[src/rtl/distance_bus_pkg.sv]
// Shared register map and poll FSM encoding for the ultrasonic distance bridge.
// The responder and this initiator both import these definitions.
package distance_bus_pkg;

  localparam int unsigned ADDR_W = 16;
  localparam int unsigned DATA_W = 16;

  localparam logic [ADDR_W-1:0] DISTANCE = 16'h0900;
  localparam logic [ADDR_W-1:0] BROKEN   = 16'h0904;
  localparam logic [ADDR_W-1:0] STATUS   = 16'h0908;
  localparam logic [ADDR_W-1:0] CAR      = 16'h090C;

  localparam int unsigned STATUS_VALID_BIT = 0;

  typedef enum logic [2:0] {
    IDLE,
    RD_STAT,
    RD_DIST,
    EVAL,
    WAIT
  } poll_state_t;

endpackage

[src/rtl/car_hysteresis_filter.sv]
// Debounced car-present flag: CONFIRM consecutive near/far samples set/clear it,
// samples inside the release band reset both streaks and hold the flag.
module car_hysteresis_filter #(
  parameter logic [15:0] CAR_THRESH = 16'd200,
  parameter logic [15:0] HYST       = 16'd20,
  parameter int unsigned CONFIRM    = 3
) (
  input  logic        clk,
  input  logic        reset_l,
  input  logic [15:0] sample,
  input  logic        sample_en,
  input  logic        clear,
  output logic        car_present
);

  localparam int unsigned       STREAK_W    = 4;
  localparam logic [STREAK_W-1:0] CONFIRM_CNT = STREAK_W'(CONFIRM);
  // Far limit kept in 17 bits so CAR_THRESH+HYST never wraps.
  localparam logic [16:0]       FAR_LIMIT   = 17'(CAR_THRESH) + 17'(HYST);

  logic [STREAK_W-1:0] near_q, near_d;
  logic [STREAK_W-1:0] far_q, far_d;
  logic                car_q, car_d;
  logic                is_near, is_far;

  always_comb begin
    is_near = (sample < CAR_THRESH);
    is_far  = ({1'b0, sample} >= FAR_LIMIT);
    near_d  = near_q;
    far_d   = far_q;
    car_d   = car_q;
    if (clear) begin
      near_d = '0;
      far_d  = '0;
    end else if (sample_en) begin
      if (is_near) begin
        near_d = (near_q == CONFIRM_CNT) ? CONFIRM_CNT : near_q + STREAK_W'(1);
        far_d  = '0;
        if (near_d == CONFIRM_CNT) car_d = 1'b1;
      end else if (is_far) begin
        far_d  = (far_q == CONFIRM_CNT) ? CONFIRM_CNT : far_q + STREAK_W'(1);
        near_d = '0;
        if (far_d == CONFIRM_CNT) car_d = 1'b0;
      end else begin
        near_d = '0;
        far_d  = '0;
      end
    end
  end

  always_ff @(posedge clk or negedge reset_l) begin
    if (!reset_l) begin
      near_q <= '0;
      far_q  <= '0;
      car_q  <= 1'b0;
    end else begin
      near_q <= near_d;
      far_q  <= far_d;
      car_q  <= car_d;
    end
  end

  assign car_present = car_q;

endmodule

[src/rtl/distance_poll_master.sv]
// Bus initiator that periodically polls STATUS, then DISTANCE when valid, and
// feeds each valid reading into the car-presence hysteresis filter.
module distance_poll_master
  import distance_bus_pkg::*;
#(
  parameter int unsigned POLL_CYCLES = 5_000_000,
  parameter logic [15:0] CAR_THRESH  = 16'd200,
  parameter logic [15:0] HYST        = 16'd20,
  parameter int unsigned CONFIRM     = 3
) (
  input  logic        clk,
  input  logic        reset_l,
  input  logic        enable,
  output logic [15:0] address,
  output logic        io_select,
  input  logic [15:0] read_data,
  output logic [15:0] dist_out,
  output logic        dist_valid,
  output logic        car_present,
  output logic [7:0]  miss_count
);

  localparam int unsigned         WAIT_W    = (POLL_CYCLES > 1) ? $clog2(POLL_CYCLES) : 1;
  localparam logic [WAIT_W-1:0]   WAIT_LAST = WAIT_W'(POLL_CYCLES - 1);

  poll_state_t       state_q, state_d;
  logic [WAIT_W-1:0] wait_q, wait_d;
  logic [7:0]        miss_q, miss_d;
  logic [15:0]       dist_q, dist_d;
  logic [15:0]       addr_q, addr_d;
  logic              sel_q, sel_d;
  logic              valid_q, valid_d;

  // Next state, captures, and the registered bus/pulse outputs for the next cycle.
  always_comb begin
    state_d = state_q;
    wait_d  = '0;
    miss_d  = miss_q;
    dist_d  = dist_q;
    if (!enable) begin
      state_d = IDLE;
    end else begin
      case (state_q)
        IDLE:    state_d = RD_STAT;
        RD_STAT: begin
          if (read_data[STATUS_VALID_BIT]) begin
            state_d = RD_DIST;
          end else begin
            state_d = WAIT;
            if (miss_q != 8'hFF) miss_d = miss_q + 8'd1;
          end
        end
        RD_DIST: begin
          dist_d  = read_data;
          state_d = EVAL;
        end
        EVAL:    state_d = WAIT;
        WAIT: begin
          if (wait_q == WAIT_LAST) state_d = RD_STAT;
          else                     wait_d  = wait_q + WAIT_W'(1);
        end
        default: state_d = IDLE;
      endcase
    end

    sel_d   = (state_d == RD_STAT) || (state_d == RD_DIST);
    valid_d = (state_d == EVAL);
    case (state_d)
      RD_STAT: addr_d = STATUS;
      RD_DIST: addr_d = DISTANCE;
      default: addr_d = '0;
    endcase
  end

  always_ff @(posedge clk or negedge reset_l) begin
    if (!reset_l) begin
      state_q <= IDLE;
      wait_q  <= '0;
      miss_q  <= '0;
      dist_q  <= '0;
      addr_q  <= '0;
      sel_q   <= 1'b0;
      valid_q <= 1'b0;
    end else begin
      state_q <= state_d;
      wait_q  <= wait_d;
      miss_q  <= miss_d;
      dist_q  <= dist_d;
      addr_q  <= addr_d;
      sel_q   <= sel_d;
      valid_q <= valid_d;
    end
  end

  car_hysteresis_filter #(
    .CAR_THRESH (CAR_THRESH),
    .HYST       (HYST),
    .CONFIRM    (CONFIRM)
  ) u_filter (
    .clk         (clk),
    .reset_l     (reset_l),
    .sample      (dist_q),
    .sample_en   (state_q == EVAL),
    .clear       (!enable),
    .car_present (car_present)
  );

  assign address    = addr_q;
  assign io_select  = sel_q;
  assign dist_out   = dist_q;
  assign dist_valid = valid_q;
  assign miss_count = miss_q;

endmodule
[config.mk]
export PLATFORM = sky130hd
export DESIGN_NAME = distance_poll_master
export DESIGN_NICKNAME = d
export VERILOG_FILES = /design/src/rtl/distance_bus_pkg.sv /design/src/rtl/car_hysteresis_filter.sv /design/src/rtl/distance_poll_master.sv
export SDC_FILE = /design/constraint.sdc
export NUM_CORES = 1
export LEC_CHECK = 0
export CORE_MARGIN = 10
export CORE_UTILIZATION = 52
export DETAILED_ROUTE_END_ITERATION = 12
export GPL_TIMING_DRIVEN = 0
export HOLD_SLACK_MARGIN = 0.05
export PLACE_DENSITY = 0.8
export SKIP_CTS_REPAIR_TIMING = 1
export SYNTH_ARGS = -nofsm -noshare
export SYNTH_HDL_FRONTEND = slang
export SYNTH_SLANG_ARGS = --single-unit
[constraint.sdc]
create_clock -name clk -period 2.3 [get_ports clk]
set_clock_uncertainty 0.05 [all_clocks]
set_input_delay 0.46 -clock clk [delete_from_list [all_inputs] [get_ports clk]]
set_output_delay 0.46 -clock clk [all_outputs]
set_load 0.01 [all_outputs]
[After elaboration in Yosys (flattened, before gate mapping)]
Index checks and enable logic that the tools add are counted.
Word-level totals
  register bits after elaboration: 77
  input bits: 19
Operators by class
  $lt $le $gt $ge: 2
  equality and inequality tests: 15
  muxes and demuxes: 21
  bitwise logic cells: 1
  reduce and logical (&&, ||, !) cells: 7
  add/subtract/negate cells: 4
Operators with widths (number)
  23-bit 2-to-1 mux: 3
  4-bit 2-to-1 mux: 9
  12-bit case mux with 2 select lines: 1
  23-bit by 1-bit adder with 23-bit output, second input constant: 1
  23-bit equality test, second input constant: 1
  4-bit by 2-bit equality test with 1-bit output, second input constant: 4
  16-bit by 8-bit >= comparator with 1-bit output, second input constant: 1
  16-bit by 8-bit less-than comparator with 1-bit output, second input constant: 1
  3-bit case mux with 5 select lines: 1
  3-bit by 2-bit equality test with 1-bit output, second input constant: 4
  3-bit 2-to-1 mux: 3
  4-bit by 1-bit adder with 4-bit output, second input constant: 2
  8-bit by 1-bit adder with 8-bit output, second input constant: 1
  8-bit inequality test, second input constant: 1
  3-bit by 1-bit equality test with 1-bit output, second input constant: 2
  5-bit AND reduction: 1
  1-bit 2-to-1 mux: 4
  4-bit AND reduction: 1
  2-bit nonzero test: 2
  3-bit equality test, second input constant: 1
  3-bit zero test: 1
  2-bit by 1-bit inequality test with 1-bit output, second input constant: 1
  2-bit inequality test, second input constant: 1
  2-bit AND reduction: 1
  2 further kinds: 2

[Depth between registers and ports, before layout]
Gate-level depths: netlist of run 1.
  depth in word-level cells: 6
  gate-level depth with buffers: 6
  depth with buffers taken out: 5

[Modules after synthesis]
A second synthesis of run 1 with hierarchy kept.
Second synthesis, totals
  cells, all modules: 288
  area total of the unflattened synthesis: 3091.7 um^2
Modules (own cells, without submodules)
  distance_poll_master: cells an instance 229, seq. area each 1326.3 um^2, area an instance 2517.4 um^2, times used 1
  car_hysteresis_filter: cells an instance 59, seq. area each 225.2 um^2, area an instance 574.3 um^2, times used 1

[Worst setup path after synthesis of run 1]
Ideal clock, no wire load.
  path kind: in2reg
  start point: input enable
  end point: register dist_q[10] (netlist: dist_out[10])
  arrival time: 1.888 ns
  stages on the path: 4
  path buffers: 2
  setup time: 0.125 ns
  setup slack: 0.238 ns
  data required time: 2.125 ns
  cells stage by stage: clkbuf_1 > nor4b_2 > buf_2 > mux2_2
Between the ends
  cells in the longest elaborated chain, start to end: 1
Ends and longest elaborated chain
  start: declaration: RTL line distance_poll_master.sv:13  | input logic enable,
  2-bit AND reduction (no line)
  end signal: assignment: RTL line distance_poll_master.sv:88  | dist_q <= dist_d;
  end: declaration: RTL line distance_poll_master.sv:29  | logic [15:0] dist_q, dist_d;
No other way between the ends.
A chain may end at the register's enable or synchronous reset.

[Final worst setup path of run 1]
  start point: register wait_q[10]
  end point: register wait_q[11]
Between the ends
  cells in the longest elaborated chain, start to end: 4
Ends and longest elaborated chain
  start: declaration: RTL line distance_poll_master.sv:27  | logic [WAIT_W-1:0] wait_q, wait_d;
  start signal: assignment: RTL line distance_poll_master.sv:86  | wait_q <= wait_d;
  23-bit by 1-bit adder with 23-bit output / 23-bit equality test (equally long branches): RTL line distance_poll_master.sv:60, distance_poll_master.sv:59
  23-bit 2-to-1 mux (*): RTL line distance_poll_master.sv:59  | if (wait_q == WAIT_LAST) state_d = RD_STAT;
  23-bit 2-to-1 mux (*): RTL line distance_poll_master.sv:43  | case (state_q)
  23-bit 2-to-1 mux (*): RTL line distance_poll_master.sv:40  | if (!enable) begin
  named net wait_d[11]: RTL line distance_poll_master.sv:27
Mark *: on every way through the listed nets, which the timed path passes. The rest lies on a longest branch.

==> impl_metrics.toml, run 1 <==
[sta]
rsz0062_at_grt = "no"
fin_crit_sh = 0.945
tightestPinTransition_ns = 0.644
setup_viol = 0
setup_slack_ns = 0.126
relSlewSlack = 0.570
finalMaxSlewViolations = 0
period_minus_slack_ns = 2.17
fmax_mhz = 460
final_hold_viol_count = 0

[cts]
cts_tree = "yes"
h-tree-depth = 3
clk_pin_slew_worst_paths_ns = 0.07
worstSkewPairLatency_ns = 0.34
cts_root_buf = "clkbuf_8"
clock_path_buffers = 2
tritoncts_num_sinks = 62
cts_buffers = 9

[min_path]
worst_hold_path_type = "in2async"

[routing]
vias = 2395
drt_iter0_markers = 49
wl_per_cell_microns = 15.7
drc = 0
firstDrtPassIters = 5
ant_nets = 0
routed_via_density = 5.42
wl_microns = 6960

[placed_design]
gp_congestion = 0.804
portBuffers = 47
dp_hpwl_microns = 5180
detailedPlace.worstSlack_ns = -0.156

[power]
fin_total_pwr_mw = 3.13
power_density_mw_per_mm2 = 788
ir_worst_vdd_v = 0.000555
power.leakage_nw = 1.62

[setup_path]
crit_arrival_ns = 2.33
cp_cell_sequence = "or4b_1 -> or3_1 -> o21ai_4 -> buf_4 -> nor3_1"
max_stage_delay_ns = 0.53
critical_path.reg2reg.startpoint = "wait_q[10]"
critical_path_class = "reg2reg"
crit_fanout = 10
slowest_stage = "or4b_1"
worstSetupEndpointType = "flip-flop"
worst_ep_required_time_ns = 2.45
startpoint_type = "flip-flop"
startpoint = "wait_q[10]"
crit_buf_inv = 1
critPathTopFamily = "simple AND/OR/NAND/NOR gates"

[yosys]
syn_area_per_cell_sq_um = 10.9
syn_inst = 289
yosys_warnings = 0
synth_cell_types = 54
synth_flop_cell = "dfrtp_1"
ys_seq_area_frac = 0.495
synth-edff-count = 0
ys_ff_latch = 62
async_reset_ff_frac = 1.00
syn_area_sq_mm = 0.00314

[die]
die_h_microns = 97.7
core_area_sq_mm = 0.00589
ios = 62
die_w_microns = 97.7
dieArea_sq_mm = 0.00954
initial_utilization = 0.533
core.rowCount = 28

[flow_run]
drv_cap = 0

[global_route]
grt_max_degree = 40
grt_pass1_wl_microns = 12300
grt_use_total = 0.154
grt_pass1_vias = 2515
gr-total-overflow = 0
antenna_found_initial = 0

[finish]
diodes = 0
finalNetCount = 386
area_delta_synth_final_pct = 26.5
drive_gt1_frac = 0.185

[run_status]
outcome = "finished, final reports clean"
[per-layer routing]
| metal | share of wire | track usage | routed length, microns | vias up |
|---|---|---|---|---|
| li1 | - | - | - | 1166 |
| met2 | 0.52 | 0.261 | 3590 | 48 |
| met5 | 0 | 0 | 0 | - |
| met3 | 0.048 | 0.0413 | 336 | 14 |
| met1 | 0.42 | 0.177 | 2910 | 1167 |
| met4 | 0.018 | 0.0716 | 127 | 0 |
[worst paths after layout]
kind / cells after the start / end / slack, ns
min reg2reg: 1 / miss_count[7] / 0.45
max in group asynchronous: 2 / wait_q[12] / 1.55
min in group clk: 1 / miss_count[7] / 0.45
min: 1 / miss_count[5] / 0.04
max: 5 / wait_q[11] / 0.13
max reg2reg: 5 / wait_q[11] / 0.13
[sequential cells by signal, indices dropped and copies added (netlist names)]
register	count
wait_q	23
dist_out	16
miss_count	8
u_filter.far_q	4
u_filter.near_q	4
state_q	3
address	1
dist_valid	1
io_select	1
u_filter.car_present	1
[worst register-to-register path, delay by kind of cell, from the launching register on]
family	cells	cell delay, ns
simple gates	3	1.06
flops	1	0.45
buf+inv	1	0.22
compound gates	1	0.26
[logic make-up after synthesis]
group                      after synthesis  share of synthesized area
DFF                                     62                      0.495
xor gates and xnor gates                21                     0.0586
adders and majority gates                6                     0.0223
AOI/OAI and AO/OA                       35                     0.0838
other                                    1                    0.00120
muxes                                   18                     0.0642
buffers and inverters                   36                     0.0654
and+or+nand+nor                        110                      0.210
[cell usage in the layout, fill, tap and decap left out, types with 6 or more instances in the layout]
cell             instances
clkbuf_8                11
nand4_1                  7
nor3_1                  21
nand3_1                 11
clkdlybuf4s50_1         46
clkbuf_1                 8
nor2_1                   6
nand2_1                 20
buf_4                   19
dfrtp_1                 62
o21ai_0                 11
xor2_1                   6
conb_1                  13
mux2_2                  17
nor4_1                   7
or3_1                    9
xnor2_1                 15
inv_1                   12
[cell usage after synthesis (all sizes together), types with 2 or more instances]
cell / instances / area (sq um)
dfrtp: 62 / 1550
nor3: 21 / 105
nand2: 20 / 75.1
buf: 19 / 141
mux2: 17 / 191
xnor2: 15 / 131
o21ai: 13 / 76.3
inv: 12 / 45.0
nand3: 12 / 65.1
nand4: 9 / 68.8
or3: 9 / 56.3
a211oi: 7 / 72.6
nor4: 7 / 43.8
nor2: 6 / 22.5
xor2: 6 / 52.6
clkbuf: 5 / 18.8
ha: 4 / 50.1
nor2b: 4 / 25.0
or4: 4 / 37.5
a31oi: 3 / 18.8
nor3b: 3 / 27.5
a31o: 2 / 17.5
and3: 2 / 12.5
and4: 2 / 17.5
maj3: 2 / 20.0
nand2b: 2 / 12.5
nor4b: 2 / 23.8
o211ai: 2 / 15.0
or4b: 2 / 20.0
[stage by stage]
step | cells | cell area [sq um] | util | hold WS (ns) | setup TNS, ns
global route | 442 | 3970 | 0.674 | 0.0998 | 0
detailed placement | 424 | 3760 | 0.639 | 0.429 | -1.31
CTS | 439 | 3930 | 0.668 | 0.0596 | -0.235
finish | 442 | 3970 | 0.674 | 0.0435 | 0
global placement | 423 | 3750 | 0.636 | 0.424 | -82.47
floorplan | 301 | 3180 | - | 0.114 | 0
[report_power, final]
part	switching, mW	total [mW]	internal (mW)
Combinational	0.348	0.857	0.510
Sequential	0.155	1.42	1.27
Clock	0.404	0.847	0.444
[layout make-up]
type	instances	area (sq um)
plain buffers	24	160
clock buffers	14	163
clock inverters	1	5.00
fillers	470	1920
inverters	12	45.0
multi-input cells	203	1440
flip-flops and latches	62	1550
well taps	75	93.8
repair buffers	51	508
(Power assumes the default switching activity.)
==> inputs of run 2 (changes only) <==
--- a/config.mk
+++ b/config.mk
@@ -6,11 +6,12 @@
 export NUM_CORES = 1
 export LEC_CHECK = 0
 export CORE_MARGIN = 10
-export CORE_UTILIZATION = 52
+export CORE_UTILIZATION = 53
+export CTS_BUF_LIST = sky130_fd_sc_hd__clkbuf_4
 export DETAILED_ROUTE_END_ITERATION = 12
 export GPL_TIMING_DRIVEN = 0
 export HOLD_SLACK_MARGIN = 0.05
-export PLACE_DENSITY = 0.8
+export PLACE_DENSITY = 0.82
 export SKIP_CTS_REPAIR_TIMING = 1
 export SYNTH_ARGS = -nofsm -noshare
 export SYNTH_HDL_FRONTEND = slang
==> run 2 against run 1 <==
Compared with the run above:
- clock power down 26%
- maximum frequency rose by 0.80%
- global-route usage fell by 0.63 points
- register-to-register slack better by 0.02 ns
- core utilization rose by 2.2 points
- critical path type unchanged
- largest power group unchanged
==> impl_metrics.toml, run 2 (same netlist as run 1, synthesis figures left out) <==
[sta]
relSlewSlack = 0.557
fin_crit_sh = 0.938
setup_slack_ns = 0.143
fin_setup_tns_ns = 0
finalMaxSlewViolations = 0
rsz0062_at_grt = "no"
tightestPinTransition_ns = 0.663
period_minus_slack_ns = 2.16
fmax_mhz = 464
whs_ns = 0.0272
final_hold_viol_count = 0
setup_viol = 0

[setup_path]
worstSetupEndpointType = "flip-flop"
crit_fanout = 10
r2r_cells = 5
reg2reg_slack_ns = 0.14
critical_path.reg2reg.startpoint = "wait_q[10]"
reg2reg_to = "wait_q[11]"
crit_end = "wait_q[11]"
startpoint = "wait_q[10]"
crit_arrival_ns = 2.37
startpoint_type = "flip-flop"
critical_path_class = "reg2reg"
worst_ep_required_time_ns = 2.51

[routing]
wl_per_cell_microns = 15.6
drc = 0
wl_microns = 6850
routed_via_density = 5.47
drt_iter0_markers = 100
firstDrtPassIters = 4
ant_nets = 0
vias = 2408

[flow_run]
drv_cap = 0

[finish]
layout_commonest_cell = "dfrtp_1"
final_cell_mix = "dfrtp_1, clkdlybuf4s50_1, nor3_1, nand2_1, buf_4"
largest-register = "wait_q"
fill_cells = 445
largest_register_ffs = 23
ff_latch_area_sq_mm = 0.00155
diodes = 0
fin_area_sq_mm = 0.00391
drive_gt1_frac = 0.193
area_delta_synth_final_pct = 24.5
multiInputGateArea_sq_mm = 0.00144
layout.cells.non_filler = 440
finalNetCount = 386

[die]
die_h_microns = 96.9
ios = 62
initial_utilization = 0.559
core_area_sq_mm = 0.00561
die_w_microns = 96.9
core.rowCount = 27
dieArea_sq_mm = 0.00940

[cts]
cts_buffers = 9
tritoncts_num_sinks = 62
worstSkewPairLatency_ns = 0.40
cts_root_buf = "clkbuf_4"
h-tree-depth = 3
clk_pin_slew_worst_paths_ns = 0.11
cts_tree = "yes"
clock_path_buffers = 2

[min_path]
worst_hold_path_type = "in2async"

[run_status]
outcome = "finished, final reports clean"

[placed_design]
dp_hpwl_microns = 5190
dp.cells = 421
placed_area_sq_mm = 0.00376
portBuffers = 47
detailedPlace.worstSlack_ns = -0.233
gp_congestion = 0.836

[global_route]
grt_max_degree = 36
antenna_found_initial = 0
grt_use_total = 0.148
grt_pass1_wl_microns = 11800
gr-total-overflow = 0
grt_pass1_vias = 2413

[power]
power.leakage_nw = 1.60
ir_worst_vdd_v = 0.000431
power_density_mw_per_mm2 = 742
run 2: metrics by stage:
| step | power (mW) | util |
|---|---|---|
| floorplan | 1.79 | - |
| global placement | 2.27 | 0.667 |
| detailed placement | 2.30 | 0.670 |
| CTS | 2.92 | 0.689 |
| global route | 3.07 | 0.696 |
| finish | 2.90 | 0.696 |
run 2: cell type report:
class / count / area share
clock buffer: 11 / 0.0211
sequential: 62 / 0.397
inverter: 12 / 0.0115
buffer: 24 / 0.0410
tap: 72 / 0.0231
multi-input combinational: 203 / 0.369
timing repair buffer: 51 / 0.130
clock inverter: 5 / 0.00673
run 2: worst max-delay path, stage by stage (launching register included):
cell and delay (ns):
dfrtp_1 0.45, or4b_1 0.54, or3_1 0.45, o21ai_4 0.25
buf_4 0.21, nor3_1 0.07
run 2: metal layers:
metal  wire (microns)  GRT usage
met2             3570      0.249
met4               77     0.0507
met3              268     0.0397
met1             2930      0.177
met5                0          0
run 2: how the worst min path moves through the flow:
stage	endpoint	slack, ns
6_report	wait_q[21]	0.03
5_1_grt	wait_q[19]	0.06
4_1_cts	miss_count[0]	0.05
3_5_place_dp	u_filter.car_present	0.43
3_3_place_gp	u_filter.car_present	0.43
2_1_floorplan	address[3]	0.11
run 2: power breakdown:
| part | switching, mW | internal [mW] | total, mW |
|---|---|---|---|
| Clock | 0.385 | 0.238 | 0.623 |
| Combinational | 0.345 | 0.509 | 0.854 |
| Sequential | 0.158 | 1.26 | 1.42 |
| Total | 0.888 | 2.01 | 2.90 |
